<file path="src/rtl/display_scan_driver_if.sv">
// rtl/display_scan_driver_if.sv - divider input, digit data and display pin bundle
// master drives divclock/enable/digit data; slave (the driver) drives the pins.
interface display_scan_driver_if #(
  parameter int NUM_DIGITS = 4,
  parameter int IDX_W      = 2
);
  logic                    divclock;
  logic                    enable;
  logic [4*NUM_DIGITS-1:0] digits;
  logic [NUM_DIGITS-1:0]   dp_mask;
  logic [NUM_DIGITS-1:0]   an;
  logic [6:0]              seg;
  logic                    dp;
  logic [IDX_W-1:0]        digit_idx;
  logic                    scan_tick;

  modport master (
    output divclock, enable, digits, dp_mask,
    input  an, seg, dp, digit_idx, scan_tick
  );

  modport slave (
    input  divclock, enable, digits, dp_mask,
    output an, seg, dp, digit_idx, scan_tick
  );
endinterface

</file>
<file path="src/rtl/display_scan_driver.sv">
// rtl/display_scan_driver.sv - multiplexed common-anode 7-segment scan driver
// divclock is sampled as data; each rising edge in SHOW moves to the next digit via a blanking gap.
module display_scan_driver #(
  parameter int NUM_DIGITS   = 4,
  parameter int BLANK_CYCLES = 16,
  parameter int IDX_W        = 2
) (
  input logic                  clk,
  input logic                  reset,
  display_scan_driver_if.slave bus
);
  localparam int BW = $clog2(BLANK_CYCLES + 1);

  typedef enum logic {BLANK, SHOW} state_t;

  state_t             state;
  logic [BW-1:0]      bcnt;
  logic [IDX_W-1:0]   idx;
  logic               s1, s2, s3;
  logic               tick;
  logic               rise;
  logic [3:0]         nib;
  logic [NUM_DIGITS-1:0] an_c;
  logic [6:0]         seg_c;
  logic               dp_c;

  function automatic logic [6:0] hexdecode(input logic [3:0] h);
    case (h)
      4'h0: hexdecode = 7'b1000000;
      4'h1: hexdecode = 7'b1111001;
      4'h2: hexdecode = 7'b0100100;
      4'h3: hexdecode = 7'b0110000;
      4'h4: hexdecode = 7'b0011001;
      4'h5: hexdecode = 7'b0010010;
      4'h6: hexdecode = 7'b0000010;
      4'h7: hexdecode = 7'b1111000;
      4'h8: hexdecode = 7'b0000000;
      4'h9: hexdecode = 7'b0010000;
      4'hA: hexdecode = 7'b0001000;
      4'hB: hexdecode = 7'b0000011;
      4'hC: hexdecode = 7'b1000110;
      4'hD: hexdecode = 7'b0100001;
      4'hE: hexdecode = 7'b0000110;
      default: hexdecode = 7'b0001110;
    endcase
  endfunction

  assign rise = s2 & ~s3;

  always_ff @(posedge clk) begin
    if (reset) begin
      state <= BLANK;
      bcnt  <= '0;
      idx   <= '0;
      s1    <= 1'b0;
      s2    <= 1'b0;
      s3    <= 1'b0;
      tick  <= 1'b0;
    end else begin
      s1   <= bus.divclock;
      s2   <= s1;
      s3   <= s2;
      tick <= 1'b0;
      // Disable overrides a coincident rise, so the held index is shown again on re-enable.
      if (!bus.enable) begin
        state <= BLANK;
        bcnt  <= '0;
      end else begin
        case (state)
          BLANK: begin
            if (bcnt == BW'(BLANK_CYCLES - 1)) begin
              state <= SHOW;
              bcnt  <= '0;
              tick  <= 1'b1;
            end else begin
              bcnt <= bcnt + 1'b1;
            end
          end
          SHOW: begin
            if (rise) begin
              state <= BLANK;
              bcnt  <= '0;
              idx   <= (idx == IDX_W'(NUM_DIGITS - 1)) ? '0 : idx + 1'b1;
            end
          end
          default: state <= BLANK;
        endcase
      end
    end
  end

  assign nib = bus.digits[{idx, 2'b00} +: 4];

  always_comb begin
    an_c  = '1;
    seg_c = 7'h7F;
    dp_c  = 1'b1;
    if (state == SHOW) begin
      an_c  = ~({{(NUM_DIGITS-1){1'b0}}, 1'b1} << idx);
      seg_c = hexdecode(nib);
      dp_c  = ~bus.dp_mask[idx];
    end
  end

  assign bus.an        = an_c;
  assign bus.seg       = seg_c;
  assign bus.dp        = dp_c;
  assign bus.digit_idx = idx;
  assign bus.scan_tick = tick;
endmodule

</file>
<file path="src/flat_wrapper.sv">
// flat-port wrapper written by rule: the top's interface ports become plain ports
module display_scan_driver_flat 
#(
  parameter int NUM_DIGITS   = 4,
  parameter int BLANK_CYCLES = 16,
  parameter int IDX_W        = 2
)
  (clk, reset, bus_divclock, bus_enable, bus_digits, bus_dp_mask, bus_an, bus_seg, bus_dp, bus_digit_idx, bus_scan_tick);
  display_scan_driver_if #(.NUM_DIGITS(NUM_DIGITS), .IDX_W(IDX_W)) bus_i ();
  input logic clk;
  input logic reset;
  input wire logic [$bits(bus_i.divclock)-1:0] bus_divclock;
  input wire logic [$bits(bus_i.enable)-1:0] bus_enable;
  input wire logic [$bits(bus_i.digits)-1:0] bus_digits;
  input wire logic [$bits(bus_i.dp_mask)-1:0] bus_dp_mask;
  output wire logic [$bits(bus_i.an)-1:0] bus_an;
  output wire logic [$bits(bus_i.seg)-1:0] bus_seg;
  output wire logic [$bits(bus_i.dp)-1:0] bus_dp;
  output wire logic [$bits(bus_i.digit_idx)-1:0] bus_digit_idx;
  output wire logic [$bits(bus_i.scan_tick)-1:0] bus_scan_tick;
  assign bus_i.divclock = bus_divclock;
  assign bus_i.enable = bus_enable;
  assign bus_i.digits = bus_digits;
  assign bus_i.dp_mask = bus_dp_mask;
  assign bus_an = bus_i.an;
  assign bus_seg = bus_i.seg;
  assign bus_dp = bus_i.dp;
  assign bus_digit_idx = bus_i.digit_idx;
  assign bus_scan_tick = bus_i.scan_tick;
  display_scan_driver #(.NUM_DIGITS(NUM_DIGITS), .BLANK_CYCLES(BLANK_CYCLES), .IDX_W(IDX_W)) u_core (.clk(clk), .reset(reset), .bus(bus_i));
endmodule
</file>
<file path="config.mk">
export PLATFORM = sky130hd
export DESIGN_NAME = display_scan_driver_flat
export DESIGN_NICKNAME = d
export VERILOG_FILES = /design/src/rtl/display_scan_driver_if.sv /design/src/rtl/display_scan_driver.sv /design/src/flat_wrapper.sv
export SDC_FILE = /design/constraint.sdc
export NUM_CORES = 1
export LEC_CHECK = 0
export CAP_MARGIN = 0
export CORE_UTILIZATION = 42
export CTS_CLUSTER_DIAMETER = 60
export DETAILED_ROUTE_END_ITERATION = 6
export PLACE_DENSITY = 0.79
export SLEW_MARGIN = 15
export SYNTH_ARGS = -nofsm -noshare
export SYNTH_HDL_FRONTEND = slang
export SYNTH_SLANG_ARGS = --single-unit
</file>
<file path="constraint.sdc">
create_clock -name clk -period 3.8 [get_ports clk]
set_input_delay 1.14 -clock clk [delete_from_list [all_inputs] [get_ports clk]]
set_output_delay 1.14 -clock clk [all_outputs]
set_load 0.02 [all_outputs]
</file>
Yosys cells after proc, flatten, opt, wreduce, memory -nomap -nowiden
Memories as Yosys holds them, arrays and structs flattened.
Cells that the tools add are included.
{"block": "op_classes", "addsub": 2, "order_cmp": 1, "bitwise_logic": 6, "n_reduce_logical": 3, "n_mux": 12, "n_eq_ne": 3, "shifts": 2}
{"cell": "variable part select 16 x 5 -> 4 bit", "count": 1}
{"cell": "two-way mux 5 bit", "count": 2}
{"cell": "case mux 5 bit (2 select lines)", "count": 1}
{"cell": "two-way mux 7 bit", "count": 1}
{"cell": "adder 5 x 1 -> 5 bit, second input constant", "count": 1}
{"cell": "equality test 5 x 4 -> 1 bit, second input constant", "count": 1}
{"cell": "two-way mux 1 bit", "count": 4}
{"cell": "two-way mux 4 bit", "count": 1}
{"cell": "NOT 1 bit", "count": 4}
{"cell": "NOT 4 bit", "count": 1}
{"cell": "<< shifter 1 x 2 -> 4 bit, first input constant", "count": 1}
{"cell": "< comparator 2 x 3 -> 1 bit, second input constant", "count": 1}
{"cell": "AND reduction 3 bit", "count": 1}
{"cell": "OR reduction 3 bit", "count": 1}
{"cell": "adder 2 x 1 -> 2 bit, second input constant", "count": 1}
{"cell": "binary-select mux 1 bit (select 2 bit)", "count": 1}
{"cell": "equality test 2 bit, second input constant", "count": 1}
{"cell": "two-way mux 2 bit", "count": 1}
{"cell": "!= test 2 bit, second input constant", "count": 1}
{"cell": "case mux 1 bit (2 select lines)", "count": 1}
{"cell": "OR reduction 2 bit", "count": 1}
{"cell": "bitwise AND 1 bit", "count": 1}
{"block": "word_totals", "output_inout_bits": 15, "ff_bits": 12, "memories": 1, "in_bits": 24, "mem_bits_ro": 112}
{"name": "(name not given)", "words": 16, "width": 7, "read_ports": 1, "rd_ports_with_merged_regs": 0, "write_ports": 0, "line": "display_scan_driver.sv:28", "rtl": "case (h)"}

Logic depth before layout (Yosys ltp)
{"block": "depth", "ltp_word": 4, "depth_mapped": 7, "depth_no_buf": 6}

Worst setup path before layout
OpenSTA, ideal clock, no wires.
{"block": "synth_path", "path_kind": "input -> output", "start": "input bus_digits[12]", "end": "output bus_seg[3]", "slack_ns": 0.155, "cell_stages": 6, "required_time_ns": 2.660, "arrival_time_ns": 2.505, "path_buffers": 0, "path_cell_list": "mux4_2 inv_1 ha_1 mux2i_1 and3_1 a21oi_1"}
{"block": "synth_via", "elab_chain_len": 3}
{"item": "start: declaration", "line": "flat_wrapper.sv:14", "rtl": "input wire logic [$bits(bus_i.digits)-1:0] bus_digits;"}
{"item": "variable part select 16 x 5 -> 4 bit", "line": "display_scan_driver.sv:92", "rtl": "assign nib = bus.digits[{idx, 2'b00} +: 4];"}
{"item": "memory (16 x 7 bit)"}
{"item": "two-way mux 7 bit", "line": "display_scan_driver.sv:98", "rtl": "if (state == SHOW) begin"}
{"item": "end: declaration", "line": "flat_wrapper.sv:17", "rtl": "output wire logic [$bits(bus_i.seg)-1:0] bus_seg;"}
No other way between the ends.

Final worst setup path
{"block": "layout_path", "start": "input bus_digits[12]", "end": "output bus_seg[0]"}
Same word-level chain as after synthesis.

==> results.md <==
Route:
- Detailed routing inserted a total of 1,030 vias.
- The detailed router used layers up to and including met4.
- The detailed-route wire length is between 3000 and 4000 um.
- After detailed routing, the wire length on met1 is 1190 um.
- The post-route DRC violation count is 0.
- After detailed routing, the number of vias per cell comes to 5.54.
- After detailed routing, the met2 layer carries between 1500 and 2000 um of wire.
- The wire length per cell after detailed routing is 16.5 um.
- For this run, the detailed router's first-pass iteration total came to 4.
- The routed design uses approximately 180 um of met3 wire.
- In this run the remaining antenna-violating nets after routing total 0.
- The violation count after the first detailed-routing iteration is 54.

Timing:
- The number of pins exceeding their max-slew limit in the final report came to 0.
- The final hold violation count is 0.
- The clock period minus final worst setup slack is a little under 4 ns.
- The measured slew at the worst slew-check pin is approximately 0.73 ns.
- Headroom to the max-slew limit came out at 0.511.
- Setup slack on the critical path of the routed design comes to -0.0461 ns.
- Setup repair after global routing could not meet its margin everywhere.
- Setup violations remaining at the end of the flow were counted as 2.
- Between clock sinks in the finished design, the worst skew comes to between 0.0015 and 0.002 ns.
- The part of the cycle the worst path needs is 1.01.
- Timing would allow up to 260 MHz.

Global route:
- The total track usage is 0.269.
- Global routing finished with a remaining overflow of 0.
- The via count of the first global-routing pass is ~1.0k.
- The number of antenna violations at the first check in global routing was 0.
- Entering global routing, the biggest net connects 20 pins.
- The first global-routing pass estimated between 4000 and 5000 um of wire.

Die:
- The die is around 49 um wide.
- The standard-cell row count is 16.
- The die covers 0.00238 mm^2.
- In this run the vertical extent of the chip is about 49 um.
- The top-level I/O count is 39.
- The initial utilization of the core area, before any placement, comes to 0.459.
- The placeable core region is 0.00200 mm^2.

Clock network:
- The CTS sink count is 12.
- Clock-pin slew was measured on the worst setup and hold paths at 0.07 ns.
- The TritonCTS clock tree is yes.
- The CTS H-tree depth is 1.
- The latest clock arrival within the worst-skew pair is about 0.27 ns.
- In this run the deepest clock path goes through 2 buffers.
- The clock root buffer is sky130_fd_sc_hd__clkbuf_4.
- In this run, CTS created clock tree buffers numbering 3.

Power:
- Summed over all cells, the static leakage comes to 0.633 nW.
- Across the VDD grid, the largest voltage drop is roughly 0.00029 V.
- The power per cell area is between 150 and 200 mW/mm^2.

Yosys:
- The largest area contributor in the synthesized netlist is sky130_fd_sc_hd__dfxtp_1.
- Synthesis instantiated 31 different standard cells from the library.
- The sequential cell area fraction in the yosys report is 0.261.
- The fraction of synthesized cell area taken by the top area cell type is 0.261.
- In the synthesized netlist, the number of instances is 105.
- The commonest register cell after synthesis is sky130_fd_sc_hd__dfxtp_1.
- The Yosys step of the flow raised 0 warnings.
- By area the synthesized netlist is led by sky130_fd_sc_hd__dfxtp_1 26%, sky130_fd_sc_hd__ha_1 15%, sky130_fd_sc_hd__mux4_2 12%.
- The number of nets handed over by synthesis was 140.
- By count the netlist is led by 14 x sky130_fd_sc_hd__nand2_1, 12 x sky130_fd_sc_hd__dfxtp_1, 11 x sky130_fd_sc_hd__ha_1, 9 x sky130_fd_sc_hd__nor2_1, 7 x sky130_fd_sc_hd__a21oi_1.
- Counting flops with an async set or reset pin after synthesis yields a share of 0.
- The cell area that synthesis handed to floorplanning was approximately 920 um^2.
- Each instance of the synthesized netlist takes up on average between 8 and 9 um^2.
- The number of enable flip-flop cells after synthesis is 0.
- The most frequent cell after synthesis is sky130_fd_sc_hd__nand2_1.
- Synthesis inferred 12 register bits.

Placement:
- The post-placement cell count is 178.
- The post-placement cell area is roughly 0.0014 mm^2.
- Summed over all nets, the half-perimeter wirelength after detailed placement is around 1900 um.
- Buffers placed on the I/O ports in this run total 38.
- The weighted congestion at the end of routability-driven global placement is 0.794.

Critical path:
- Along the worst path, the maximum fanout reaches 4.
- The worst reg-to-reg setup slack is 2.20 ns.
- The arrival time reported for the critical path endpoint is 2.71 ns.
- STA classifies the critical path endpoint as an output port.
- The sort of element at the start of the critical path is a primary input.
- The required time of the critical path is roughly 2.7 ns.
- The path type of the worst setup path is primary input to output port.

Outcome:
- The flow ran to the end, but the final reports show violations.
- The checks that failed: setup timing.

Cells and area:
- The antenna cell count is 0.
- From synthesis to final layout, the design area changed by 68.0%.
- The count of nets after finishing is 196.
- The layout cell share with drive strength beyond 1 is 0.340.
- The number of filler cells placed in the layout is approximately 140.
- The register cell area after layout is roughly 240 um^2.
- For this run, the number of standard cells in the final layout without fillers is 186.
- The total area of multi-input combinational cells is between 700 and 800 um^2.
- After routing the design area is about 0.0015 mm^2.

Hold path:
- The path category of the worst min-delay check is flop to flop.

Job:
- Across the run, the number of max-cap violations was 0.
-- what timing repair did --
item                       in CTS  in global routing
gates resized for setup        87                 11
hold buffers                    0                  0
setup endpoints to repair       8                  6
pin swaps                       8                  5
buffers inserted                4                  0
cloned                          1                  0
-- cells in the final DEF (no fill, tap or decap), types with 4 or more instances in the layout --
master	netlist	routed
sky130_fd_sc_hd__clkdlybuf4s50_1	0	14
sky130_fd_sc_hd__buf_6	1	11
sky130_fd_sc_hd__nand2_1	14	13
sky130_fd_sc_hd__a21oi_1	7	6
sky130_fd_sc_hd__nor2_1	9	9
sky130_fd_sc_hd__mux4_2	5	6
sky130_fd_sc_hd__buf_4	0	18
sky130_fd_sc_hd__ha_1	11	7
sky130_fd_sc_hd__dfxtp_1	12	12
sky130_fd_sc_hd__dlygate4sd2_1	0	9
sky130_fd_sc_hd__mux2i_1	4	4
sky130_fd_sc_hd__buf_2	2	4
-- layer usage --
metal | vias to the layer above | GRT usage
met4 | 0 | 0.0882
met3 | 13 | 0.0623
met1 | 481 | 0.301
met2 | 47 | 0.498
li1 | 489 | -
met5 | - | 0
-- cell families (layout without fill, tap and decap cells) --
logic type | Yosys count | in the layout | synth area share
multiplexers | 10 | 11 | 0.178
AO/OA/AOI/OAI | 20 | 20 | 0.135
adder cells (fa/ha/maj) | 11 | 11 | 0.150
AND/OR/NAND/NOR | 41 | 41 | 0.220
flip-flops | 12 | 12 | 0.261
buffers and inverters | 11 | 64 | 0.0558
-- through the flow --
stage	setup TNS (ns)	utilization	setup slack [ns]	total power, mW	hold slack, ns
3_3_place_gp	-4.44	0.703	-0.672	0.193	0.424
5_1_grt	-0.158	0.772	-0.0774	0.298	0.492
3_5_place_dp	-4.93	0.703	-0.766	0.196	0.434
4_1_cts	0	0.746	0.00638	0.276	0.462
6_report	-0.0642	0.772	-0.0461	0.286	0.461
2_1_floorplan	0	-	0.155	0.157	0.414
-- critical path, stage by stage --
cell and delay, ns:
sky130_fd_sc_hd__buf_6 0.09, sky130_fd_sc_hd__mux4_2 0.57, sky130_fd_sc_hd__inv_2 0.14, sky130_fd_sc_hd__buf_4 0.12, sky130_fd_sc_hd__ha_1 0.19, sky130_fd_sc_hd__o22ai_1 0.12, sky130_fd_sc_hd__o21ai_2 0.17, sky130_fd_sc_hd__buf_4 0.16
-- flip-flops by register name (all words and copies together), names as in the netlist --
name,cells
u_core.bus.scan_tick,1
u_core.s1,1
u_core.s2,1
u_core.state,1
u_core.bus.digit_idx,2
u_core.s3,1
u_core.bcnt,5
-- area by class of cell --
cell class	count	share of cell area
timing repair buffer	56	0.322
sequential	12	0.155
clock buffer	3	0.0146
multi-input combinational	83	0.472
tap	27	0.0219
inverter	5	0.0138
-- path summary, 6_finish.rpt --
kind,cells after the start,startpoint,endpoint
max reg2reg,3,u_core.state,u_core.bus.digit_idx[0]
min reg2reg,1,u_core.s1,u_core.s2
max,8,bus_digits[12],bus_seg[0]
min,1,u_core.s1,u_core.s2
-- power breakdown --
group	internal [mW]	total (mW)	switching, mW
sequential	0.128	0.129	0.00150
combinational	0.0464	0.0799	0.0335
clock	0.0366	0.0767	0.0400
total	0.211	0.286	0.0750
No activity file was read; power rests on OpenSTA's default activity.
